**config.mk**
```make
export PLATFORM = sky130hd
export DESIGN_NAME = invsqrt_nr_ctrl
export DESIGN_NICKNAME = d
export VERILOG_FILES = /design/src/rtl/invsqrt_pkg.sv /design/src/rtl/invsqrt_seed.sv /design/src/rtl/invsqrt_nr_ctrl.sv
export SDC_FILE = /design/constraint.sdc
export NUM_CORES = 1
export LEC_CHECK = 0
export BUFFER_PORTS_ARGS = -buffer_cell sky130_fd_sc_hd__buf_2
export CAP_MARGIN = 20
export CORE_MARGIN = 8
export CORE_UTILIZATION = 57
export CTS_CLUSTER_SIZE = 40
export DETAILED_ROUTE_END_ITERATION = 10
export PLACE_DENSITY = 0.95
export SLEW_MARGIN = 5
export SYNTH_ARGS = -nofsm -noshare
export SYNTH_HDL_FRONTEND = slang
export SYNTH_HIERARCHICAL = 1
export SYNTH_SLANG_ARGS = --single-unit
```
**constraint.sdc**
```tcl
create_clock -name clk -period 5.5 [get_ports clk]
set_clock_uncertainty 0.05 [all_clocks]
set_input_delay 0.55 -clock clk [delete_from_list [all_inputs] [get_ports clk]]
set_output_delay 0.55 -clock clk [all_outputs]
set_load 0.005 [all_outputs]
```
**src/rtl/invsqrt_pkg.sv**
```systemverilog
// Shared types and constants for the inverse-square-root Newton-Raphson engine.
package invsqrt_pkg;

    // Positive single-precision float with the sign bit dropped.
    typedef logic [30:0] fp31_t;

    // Controller states: one issue/wait state per datapath step.
    typedef enum logic [2:0] {
        ST_IDLE = 3'd0,
        ST_SQ   = 3'd1,
        ST_HX   = 3'd2,
        ST_SUB  = 3'd3,
        ST_UPD  = 3'd4,
        ST_DONE = 3'd5
    } state_e;

    // Magic constant for the bit-trick initial estimate.
    localparam logic [31:0] C_MAGIC    = 32'h5F3759DF;
    // +infinity with the sign bit dropped.
    localparam fp31_t       C_INF31    = 31'h7F800000;
    // 1.5, the constant the external subtractor takes a away from.
    localparam fp31_t       C_ONE_HALF = 31'h3FC00000;

endpackage

```
**src/rtl/invsqrt_seed.sv**
```systemverilog
// Combinational seed generation: first estimate y0 and the halved operand x/2.
module invsqrt_seed
    import invsqrt_pkg::*;
(
    input  fp31_t x_i,
    output fp31_t y0_o,
    output fp31_t xh_o
);

    logic [7:0]  exp_w;
    logic [22:0] mant_w;

    assign exp_w  = x_i[30:23];
    assign mant_w = x_i[22:0];

    // Magic-constant estimate; the top bit of the 32-bit difference is the dropped sign.
    assign y0_o = 31'(C_MAGIC - ({1'b0, x_i} >> 1));

    // Halve x: decrement the exponent, or shift into the subnormal range at the bottom.
    always_comb begin
        if (exp_w >= 8'd2) begin
            xh_o = {exp_w - 8'd1, mant_w};
        end else begin
            xh_o = {8'h00, exp_w[0], mant_w[22:1]};
        end
    end

endmodule

```
**src/rtl/invsqrt_nr_ctrl.sv**
```systemverilog
// Newton-Raphson sequencer for 1/sqrt(x): drives an external pipelined multiplier
// and a (1.5 - a) subtractor through NR_ITER refinement steps.
// Optional macro INVSQRT_SPECIAL_EN: zero/denormal, infinity and NaN inputs bypass
// the iterations and return their fixed result one cycle after acceptance.
// Handshake: a transfer happens on a rising edge where in_valid and in_ready are
// both high; in_ready is high only in IDLE with ce high and reset released.
// mul_valid/sub_valid/out_valid are single-cycle strobes, all suppressed while ce=0.
module invsqrt_nr_ctrl
    import invsqrt_pkg::*;
#(
    parameter int unsigned MUL_LAT = 4,
    parameter int unsigned SUB_LAT = 3,
    parameter int unsigned NR_ITER = 2
) (
    input  logic        clk,
    input  logic        rst_n,
    input  logic        ce,
    input  logic        in_valid,
    output logic        in_ready,
    input  logic [30:0] in_data,
    output logic        mul_valid,
    output logic [30:0] mul_a,
    output logic [30:0] mul_b,
    input  logic [30:0] mul_y,
    output logic        sub_valid,
    output logic [30:0] sub_a,
    input  logic [30:0] sub_y,
    output logic        out_valid,
    output logic [30:0] out_data
);

    localparam int CW = 8;
    localparam logic [CW-1:0] MUL_END  = CW'(MUL_LAT);
    localparam logic [CW-1:0] SUB_END  = CW'(SUB_LAT);
    localparam logic [2:0]    ITER_END = 3'(NR_ITER);

    state_e        state_q, state_d;
    logic [CW-1:0] cnt_q, cnt_d;
    logic [2:0]    it_q, it_d;
    fp31_t         xh_q, xh_d;
    fp31_t         y_q, y_d;
    fp31_t         tmp_q, tmp_d;
    fp31_t         out_q, out_d;
    fp31_t         seed_y0, seed_xh;

    invsqrt_seed u_seed (
        .x_i  (in_data),
        .y0_o (seed_y0),
        .xh_o (seed_xh)
    );

`ifdef INVSQRT_SPECIAL_EN
    logic  special;
    fp31_t special_val;

    // Classify inputs whose result is fixed and needs no iteration.
    always_comb begin
        special     = 1'b0;
        special_val = '0;
        if (in_data[30:23] == 8'h00) begin
            special     = 1'b1;
            special_val = C_INF31;
        end else if (in_data[30:23] == 8'hFF) begin
            special     = 1'b1;
            special_val = (in_data[22:0] == 23'd0) ? fp31_t'(0) : in_data;
        end
    end
`endif

    // State and datapath registers; everything holds while ce is low.
    always_ff @(posedge clk or negedge rst_n) begin
        if (!rst_n) begin
            state_q <= ST_IDLE;
            cnt_q   <= '0;
            it_q    <= '0;
            xh_q    <= '0;
            y_q     <= '0;
            tmp_q   <= '0;
            out_q   <= '0;
        end else if (ce) begin
            state_q <= state_d;
            cnt_q   <= cnt_d;
            it_q    <= it_d;
            xh_q    <= xh_d;
            y_q     <= y_d;
            tmp_q   <= tmp_d;
            out_q   <= out_d;
        end
    end

    // Next state: each step waits for its unit latency, captures, then moves on.
    always_comb begin
        state_d = state_q;
        cnt_d   = cnt_q;
        it_d    = it_q;
        xh_d    = xh_q;
        y_d     = y_q;
        tmp_d   = tmp_q;
        out_d   = out_q;
        case (state_q)
            ST_IDLE: begin
                if (in_valid) begin
                    xh_d    = seed_xh;
                    y_d     = seed_y0;
                    it_d    = '0;
                    cnt_d   = '0;
                    state_d = ST_SQ;
`ifdef INVSQRT_SPECIAL_EN
                    if (special) begin
                        out_d   = special_val;
                        state_d = ST_DONE;
                    end
`endif
                end
            end
            ST_SQ, ST_HX: begin
                if (cnt_q == MUL_END) begin
                    tmp_d   = mul_y;
                    cnt_d   = '0;
                    state_d = (state_q == ST_SQ) ? ST_HX : ST_SUB;
                end else begin
                    cnt_d = cnt_q + 1'b1;
                end
            end
            ST_SUB: begin
                if (cnt_q == SUB_END) begin
                    tmp_d   = sub_y;
                    cnt_d   = '0;
                    state_d = ST_UPD;
                end else begin
                    cnt_d = cnt_q + 1'b1;
                end
            end
            ST_UPD: begin
                if (cnt_q == MUL_END) begin
                    y_d   = mul_y;
                    it_d  = it_q + 3'd1;
                    cnt_d = '0;
                    if (it_q + 3'd1 < ITER_END) begin
                        state_d = ST_SQ;
                    end else begin
                        out_d   = mul_y;
                        state_d = ST_DONE;
                    end
                end else begin
                    cnt_d = cnt_q + 1'b1;
                end
            end
            ST_DONE: state_d = ST_IDLE;
            default: state_d = ST_IDLE;
        endcase
    end

    // Outputs: operand muxing per state, strobes only on the first ce-enabled cycle.
    always_comb begin
        in_ready  = 1'b0;
        mul_valid = 1'b0;
        sub_valid = 1'b0;
        out_valid = 1'b0;
        mul_a     = '0;
        mul_b     = '0;
        sub_a     = '0;
        case (state_q)
            ST_IDLE: in_ready = ce & rst_n;
            ST_SQ: begin
                mul_valid = ce && (cnt_q == '0);
                mul_a     = y_q;
                mul_b     = y_q;
            end
            ST_HX: begin
                mul_valid = ce && (cnt_q == '0);
                mul_a     = xh_q;
                mul_b     = tmp_q;
            end
            ST_SUB: begin
                sub_valid = ce && (cnt_q == '0);
                sub_a     = tmp_q;
            end
            ST_UPD: begin
                mul_valid = ce && (cnt_q == '0);
                mul_a     = y_q;
                mul_b     = tmp_q;
            end
            ST_DONE: out_valid = ce;
            default: ;
        endcase
    end

    assign out_data = out_q;

endmodule

```
==> results.txt, run 1 <==
- Entering global routing, the biggest net connects 91 pins.
* Hold_ws: 0.140 ns
- Highest cell delay on the worst timing path: 0.76 ns
- Total detailed-routing wirelength: ~25 mm
- Net count of the finished layout: between 1,000 and 1,500
* Post-CTS setup buffer count: 0
* Worst Tran Pin Value: between 1 and 1.5 ns
- Gate count after technology mapping: 861
* Setup slack of the critical path after layout: about 2.0 ns
* Result of the run: finished clean
* Part of the Yosys area used for sequential elements: around 43%
* Post-route cell area: roughly 9700 sq um
- Total placed instance area: slightly above 9000 sq um
- Via count of the first global-routing pass: approximately 7,500
- The die is 135 um wide.
- Highest clock rate: 0.284 GHz
- Standard-cell rows: 43
* Chain of cells forming the critical path: nor3b_2, buf_4, or2_2, a22o_1, buf_2
- Place WS: ~2.4 ns
- Summed over all nets, the half-perimeter wirelength after detailed placement is around 17 mm.
* Via/cell ratio: 6.06
* Category of the worst setup path launch point: flop
* Class of the tightest hold or removal check: input pin to async pin
- Measured against its own limit, the worst slew margin works out to between 20% and 30%.
- Clock-pin slew was measured on the worst setup and hold paths at 0.06 ns.
* Number of antenna violations at the first check in global routing: 0
* Final setup vio count: 0
- In this run the static leakage power is a little under 5 nW.
- Routability cong.: between 0.8 and 0.9
- Once detail routing completed, the nets flagged for antenna violations numbered 0.
- Dividing the final minimum period by the clock period gives 64.1%.
* Maximum fanout encountered on the critical timing path: 31
- Floorplan die height: approximately 130 um
- approximately 230 I/O pins were placed.
- Detail-routed net length per standard cell: 20.4 um
- Number of diodes added for antenna fixing: 0
- Port buffering added roughly 220 buffers.
- Summed over all failing endpoints, the final setup total negative slack is 0 ns.
- Power spread over the standard cell area amounts to 470 nW/um^2.
* CTS-repair resized insts: 0
- Final hold viol count: 0
- The clock passes through at most 2 buffers.
* Net Count, Synth: 964
- The first global-routing pass estimated about 40 mm of wire.
* CTS tree: built
- Proportion of register bits with asynchronous set or reset after synthesis: 100%
* Yosys warnings: 6
- Root buffer cell: clkbuf_16
- Period minus WS final: approximately 3.5 ns
- H-tree depth: 4
- Leading cell types by total area after synthesis: dfrtp_1, mux2_2, nand2_1, a22o_1, mux2i_1
- Synth cell types: 60
- The die covers 18,100 sq um.
- Setup repair after global routing left no endpoint under its margin.
- After clock tree synthesis, the flow added hold-fix buffers numbering 0.
- Data arrives at the worst endpoint at between 2 and 3 ns.
- Relative to the synthesized area, the layout overhead comes to 21.2%.
- In this run the cell area of the synthesized design comes to ~8000 sq um.
- Endpoint type of the worst setup path: output pin
* Clock buffer count from CTS: 17
* Number of synthesized register bits: between 100 and 150
* Worst setup path category: flop to output pin
- After detailed routing, the number of remaining DRC violations is 0.
* Maximum ir drop on the vdd rail: around 0.30 mV
- For the worst-skew pair, the clock arrives at the later sink with an insertion delay of about 0.42 ns.
- Area share of the leading cell type in the synthesized netlist: 43.1%
- Across every metal layer, demand over resource in global routing totals 27.6%.
* Detailed-route via count: between 7,000 and 8,000
- Sinks on the clock net: 138
* Drt initial violations: between 600 and 700
- Largest area contributor in the netlist: dfrtp_1
- Core region area: between 10,000 and 15,000 sq um
- The post-route netlist has 32.8% of its cells at a drive strength greater than 1.
- Once the floorplan was initialized, standard cells occupied approximately 58% of the core.
- Pre-Repair DR Iteration Count: 5
* Crit path required time: 4.90 ns
* Global route overflow: 0
- Post-Synthesis Mean Instance Area: around 9.3 sq um
- On the critical path, the stage with the largest delay is an instance of or2_2.
* # Max-Cap Violations: 0
* EDFF count, synth: 0
- In the synthesized netlist the dominant register cell turns out to be dfrtp_1.
* Number of filler instances in the final layout: 1,016
* Final slew viol count: 0
layer usage:
layer  GRT usage (%)  routed length [um]  vias up
li1                -                   -     3387
met1            32.6                9830     3632
met2            44.7               12100      415
met3            8.40                2310       80
met4            14.0                1040        0
met5               0                   0        -
flip-flops by register name, summed over array words and instances (netlist names):
signal,count
cnt_q,8
it_q,3
out_data,31
state_q,3
tmp_q,31
xh_q,31
y_q,31
final cells by class:
cell class                 count  area [sq um]  share of cell area [%]
inverter                      15          56.3                   0.580
clock buffer                  22           464                    4.78
multi-input combinational    642          4200                    43.3
tap                          180           225                    2.32
sequential                   138          3450                    35.6
clock inverter                 8          72.6                   0.747
timing repair buffer         235          1230                    12.7
worst paths after layout:
path	startpoint	endpoint	slack, ns	cells past startpoint
setup / recovery	state_q[2]	mul_b[10]	1.98	5
hold / removal	rst_n	tmp_q[1]	0.14	1
setup reg to reg	state_q[2]	out_data[21]	2.40	6
hold reg to reg	out_data[5]	out_data[5]	0.43	1
max in group asynchronous	rst_n	out_data[14]	4.00	2
min in group clk	sub_y[11]	tmp_q[11]	0.32	3
cell usage after synthesis, drive strengths merged, types with 2 or more instances:
| library cell | n |
|---|---|
| a211oi | 3 |
| a21o | 3 |
| a21oi | 14 |
| a22o | 65 |
| a311oi | 2 |
| a31oi | 34 |
| and2 | 35 |
| and3 | 6 |
| buf | 37 |
| clkbuf | 29 |
| dfrtp | 138 |
| ha | 6 |
| inv | 14 |
| mux2 | 63 |
| mux2i | 32 |
| nand2 | 173 |
| nand3 | 11 |
| nand3b | 3 |
| nand4 | 3 |
| nor2 | 60 |
| nor2b | 4 |
| nor3 | 7 |
| nor3b | 6 |
| nor4 | 2 |
| o21ai | 57 |
| o311a | 2 |
| or2 | 4 |
| or3 | 4 |
| xnor2 | 17 |
| xor2 | 12 |
where the power goes:
group,internal (mW),leakage [nW],switching (mW)
Sequential,1.38,1.76,0.295
Clock,0.636,0.258,0.426
Combinational,0.822,2.87,1.01
Total,2.84,4.88,1.73
metrics by stage:
step / total power [mW] / cells / utilization, %
5_1_grt: 4.82 / 1240 / 70.2
4_1_cts: 4.55 / 1238 / 69.9
6_report: 4.57 / 1240 / 70.2
2_1_floorplan: 2.77 / 861 / -
3_3_place_gp: 3.39 / 1208 / 66.0
3_5_place_dp: 3.47 / 1208 / 66.0
placed cells by master, fill, tap and decap left out, types with 3 or more instances in the layout:
cell type | Yosys | routed
a211oi_1 | 3 | 3
a21oi_1 | 13 | 13
a22o_1 | 65 | 65
a31oi_1 | 34 | 34
and2_1 | 35 | 35
and3_1 | 6 | 5
buf_2 | 25 | 223
buf_4 | 5 | 9
clkbuf_1 | 29 | 3
clkbuf_16 | 0 | 17
clkinv_2 | 0 | 4
clkinvlp_4 | 0 | 3
dfrtp_1 | 138 | 138
ha_1 | 6 | 6
inv_1 | 14 | 14
mux2_2 | 62 | 62
mux2i_1 | 32 | 32
nand2_1 | 171 | 171
nand3_1 | 10 | 10
nand3b_1 | 3 | 3
nand4_1 | 3 | 3
nor2_1 | 59 | 59
nor2b_1 | 4 | 4
nor3_1 | 4 | 4
nor3b_1 | 5 | 3
o21ai_0 | 51 | 51
o21ai_1 | 4 | 4
or2_2 | 3 | 3
or3_4 | 3 | 3
xnor2_1 | 17 | 17
xor2_1 | 12 | 12
worst max-delay path, delay by kind of cell, from the launching register on:
family,cells,cell delay [ns]
AND/OR/NAND/NOR,2,1.04
flip-flops,1,0.63
buffers and inverters,2,0.57
AO/OA/AOI/OAI,1,0.26
logic make-up (layout without fill, tap and decap cells):
logic type	count (synthesis)	in the layout	synth area share, %
flip-flops	138	138	43.1
XOR/XNOR	29	29	3.17
AO/OA/AOI/OAI	190	190	16.6
adder cells (fa/ha/maj)	6	6	0.937
AND/OR/NAND/NOR	322	322	18.5
buffers and inverters	81	280	4.79
multiplexers	95	95	12.8
Power figures use the tool's default switching activity.
==> run 2, diff against run 1 <==
Settings changed: ABC_AREA from default to 1, CORE_UTILIZATION 57 to 55, PLACE_DENSITY 0.95 to 0.92.
Clock period 5.5 ns to 3.5 ns, I/O delays scaled along.
==> run 2 against run 1 <==
  * Hold slack improved by 0.020 ns
  * Die area increased by 15%
  * Clock power grew 62%
  * Combinational power rose by 98%
  * Count of clock-buffer cells in the layout is 4 lower
  * Setup slack got worse by 1.5 ns
  * Sequential power is 50% higher
  * Critical path type unchanged
  * Critical endpoint is now mul_a[30]
  * Largest cell class unchanged
==> results.txt, run 2 <==
* Most common cell in the synthesized netlist: nand2_1 (unchanged)
- Pin count of the biggest net entering global routing: 73 (was 91)
- The clock latency reported for the late side of the worst-skew pair came to 0.43 ns (was 0.42 ns).
- EDFF count, synth: 0 (unchanged)
- The smallest clock period supported by the final layout is computed as ~3.0 ns.
- P_sw: 3.40 mW (was 1.73 mW)
- Maximum fanout encountered on the critical timing path: 15 (was 31)
* Total of buffers placed on input and output ports: 224 (unchanged)
* Synth cell types: 42 (was 60)
- Class of the tightest hold or removal check: input pin to flop (was input pin to async pin)
- Int Power: 4.46 mW (was 2.84 mW)
- Post-route DRC: 0 (unchanged)
- The number of nets in the finished design is 1,541 (was 1,152).
- H-tree depth: 4 (unchanged)
- The routed length on met3 was 2.85 mm (was 2.31 mm).
* Number of antenna violations at the first check in global routing: 4 (was 0)
- Setup repair after global routing missed its margin: no (unchanged).
* CTS tree: built (unchanged)
- The library cell used as clock root buffer was clkbuf_16 (unchanged).
- The remaining antenna violation count after routing is 0 (unchanged).
- Worst Tran Pin Value: 0.952 ns (was 1.09 ns)
- Global-route wire length before repair: 46.7 mm (was 39.5 mm)
- Capture point of the worst reg-to-reg path: tmp_q[21] (was out_data[21])
- Yosys warnings: 6 (unchanged)
- Cell types with the highest counts after synthesis: nand2_1, inv_1, dfrtp_1 (was nand2_1, dfrtp_1, a22o_1).
- The cell count of the worst reg-to-reg path was 10 (was 6).
- Mapped cell area: 9050 sq um (was 8010 sq um)
- The topmost layer with routed signal wires is met5 (was met4).
- Hold_ws: 0.159 ns (was 0.140 ns)
* Area enclosed by the die boundary: 20,800 sq um (was 18,100 sq um)
* Switching share of power: 43.3% (was 37.9%)
* Gate count after technology mapping: 1,241 (was 861)
- The layout cell share with drive strength beyond 1 is 26.0% (was 32.8%).
- Share of power burned in combinational logic: 46.2% (was 40.1%)
- Clock buffer count from CTS: 17 (unchanged)
- Category of the worst setup path launch point: flop (unchanged)
- Proportion of register bits with asynchronous set or reset after synthesis: 100% (unchanged)
- The clock-pin slew on the worst setup and hold paths is 0.06 ns (about the same).
* CTS-repair resized insts: 0 (unchanged)
- Part of the Yosys area used for sequential elements: 38.1% (was 43.1%)
* Post-Synthesis Mean Instance Area: 7.29 sq um (was 9.31 sq um)
- The half-perimeter wire length after placement is 21.7 mm (was 16.8 mm).
- # Max-Cap Violations: 0 (unchanged)
- Net Count, Synth: 1,344 (was 964)
- Commonest non-fill, non-tap cell in the layout: nand2_1 (was buf_2)
- The total setup buffers inserted after CTS came to 0 (unchanged).
- Global-route usage over all layers: 28.9% (was 27.6%)
- Result of the run: finished clean (unchanged).
* DIE WIDTH: 144 um (was 135 um)
* Standby leakage power: 5.89 nW (was 4.88 nW)
* Via count of the first global-routing pass: 9,219 (was 7,509)
* Critical hold path startpoint: mul_y[28]
- Worst-case headroom to the max-slew limit: 36.4% (was 27.4%)
- The number of hold violations in the final report came to 0 (unchanged).
* Maximum ir drop on the vdd rail: 0.489 mV (was 0.300 mV)
- Clock tree buffer depth: 2 (unchanged)
* Pre-Repair DR Iteration Count: 6 (was 5)
- Worst setup path category: flop to output pin (unchanged)
* Register-to-register setup slack: 0.89 ns (was 2.40 ns)
* Routability cong.: 0.973 (was 0.849)
- Counting instances, the worst hold path has a depth of 3.
* Worst hold path endpoint: out_data[28]
- Largest area contributor in the netlist: dfrtp_1 (unchanged)
- The number of DRC markers after the initial detailed-route iteration was 886 (was 651).
* Standard-cell rows: 47 (was 43)
- The count of pins on the block boundary is 225 (unchanged).
- Start of the worst register-to-register path: state_q[1] (was state_q[2])
* Final setup vio count: 0 (unchanged)
- The number of clock sinks seen by CTS came to 138 (unchanged).
* Area added between synthesis and finish: 18.9% (was 21.2%)
- Highest clock rate: between 0.3 and 0.4 GHz
* Floorplan die height: 144 um (was 135 um)
- Final slew viol count: 0 (unchanged)
- Detail-routed net length per standard cell: 17.6 um (was 20.4 um)
* Core region area: 16,300 sq um (was 13,800 sq um)
* M1 wire length: 11.4 mm (was 9.83 mm)
- The detailed-route via count is 9,391 (was 7,514).
* Setup Total Neg Slack: 0 ns (unchanged)
- The sequential share of power is 32.0% (was 36.6%).
- The mean number of vias per cell is 5.61 (was 6.06).
- Leading cell types by total area after synthesis: dfrtp_1, nand2_1, inv_1, o21ai_0, nand3_1 (was dfrtp_1, mux2_2, nand2_1, a22o_1, mux2i_1)
* Area share of the leading cell type in the synthesized netlist: 38.1% (was 43.1%)
- Crit path required time: 3.10 ns (was 4.90 ns)
- The most used flip-flop cell after synthesis is dfrtp_1 (unchanged).
- The remaining global-route overflow came to 0 (unchanged).
* Total detailed-routing wirelength: 29.5 mm (was 25.3 mm)
* Initial core utilization: 55.4% (was 58.0%)
- The synthesized flop and latch total was 138 (unchanged).
* Fraction of the cycle the final worst path needs: 85.7%
- The amount of wire on met2 after detailed routing was 14.3 mm (was 12.1 mm).
* Commonest cells after routing, fill and taps aside: nand2_1, buf_2, inv_1, dfrtp_1, nor2_1 (was buf_2, nand2_1, dfrtp_1, a22o_1, mux2_2)
- The power per unit of standard cell area is 731 nW/um^2 (was 470 nW/um^2).
* Clock network fraction of design power: 21.9% (was 23.2%)
* Endpoint type of the worst setup path: output pin (unchanged)
* End-of-flow core utilization: 65.8% (was 70.2%)
* Arrival @ worst endpoint: 2.60 ns (was 2.92 ns)
## run 2: what timing repair did
action                     in CTS  in global routing
hold buffers                    1                  0
setup endpoints to repair       0                  0
hold endpoints to repair       69                  0
## run 2: how the worst max path moves through the flow
stage,startpoint,to,slack [ns],cells past startpoint
after global routing,state_q[0],mul_a[27],0.37,7
after CTS,state_q[0],mul_a[27],0.54,7
after detailed placement,state_q[1],tmp_q[21],0.98,10
after floorplan,state_q[0],mul_a[0],1.78,7
after global placement,state_q[0],mul_a[27],1.06,7
final,state_q[0],mul_a[30],0.50,6
## run 2: kinds of logic (layout without fill, tap and decap cells)
logic type | count (synthesis) | in the layout | synth area share [%]
mux | 31 | 31 | 3.86
other cells | 0 | 2 | 0
buf+inv | 228 | 438 | 11.2
flops | 138 | 138 | 38.1
compound gates | 258 | 258 | 17.6
xor+xnor | 19 | 19 | 1.84
fa+ha+maj | 6 | 6 | 0.829
simple gates | 561 | 561 | 26.5
## run 2: worst max-delay path, stage by stage, from the launching register on
cell	delay, ns
dfrtp_1	0.54
nor2_4	0.12
nand2_4	0.08
clkinv_2	0.16
nor2_2	0.70
o21ai_0	0.34
buf_2	0.22
## run 2: layer usage
metal | vias to the layer above | global-route usage [%]
met5 | - | 0
met4 | 4 | 12.5
met3 | 84 | 7.23
met2 | 533 | 47.8
met1 | 4399 | 35.0
li1 | 4371 | -
## run 2: power groups by stage
stage | clock (mW) | sequential [mW] | combinational [mW]
floorplan | 0 | 2.40 | 2.41
global placement | 0 | 2.49 | 3.44
detailed placement | 0 | 2.52 | 3.55
CTS | 1.73 | 2.50 | 3.59
global route | 1.79 | 2.57 | 3.99
finish | 1.72 | 2.51 | 3.63
## run 2: cell type report
type                            instances  area, sq um
Fill cell                            1423         5590
Multi-Input combinational cell        875         4590
Sequential cell                       138         3450
Timing Repair Buffer                  241         1260
Inverter                              165          622
Clock buffer                           18          429
Tap cell                              220          275
Clock inverter                         14          124
Antenna cell                            2         5.00
## run 2: metrics by stage
| step | cell area, sq um | power (mW) | instances | worst slack, ns |
|---|---|---|---|---|
| floorplan | 9050 | 4.81 | 1241 | 1.78 |
| global placement | 10200 | 5.93 | 1638 | 1.06 |
| detailed placement | 10200 | 6.07 | 1638 | 0.982 |
| CTS | 10800 | 7.82 | 1671 | 0.538 |
| global route | 10800 | 8.35 | 1673 | 0.366 |
| finish | 10800 | 7.86 | 1673 | 0.500 |
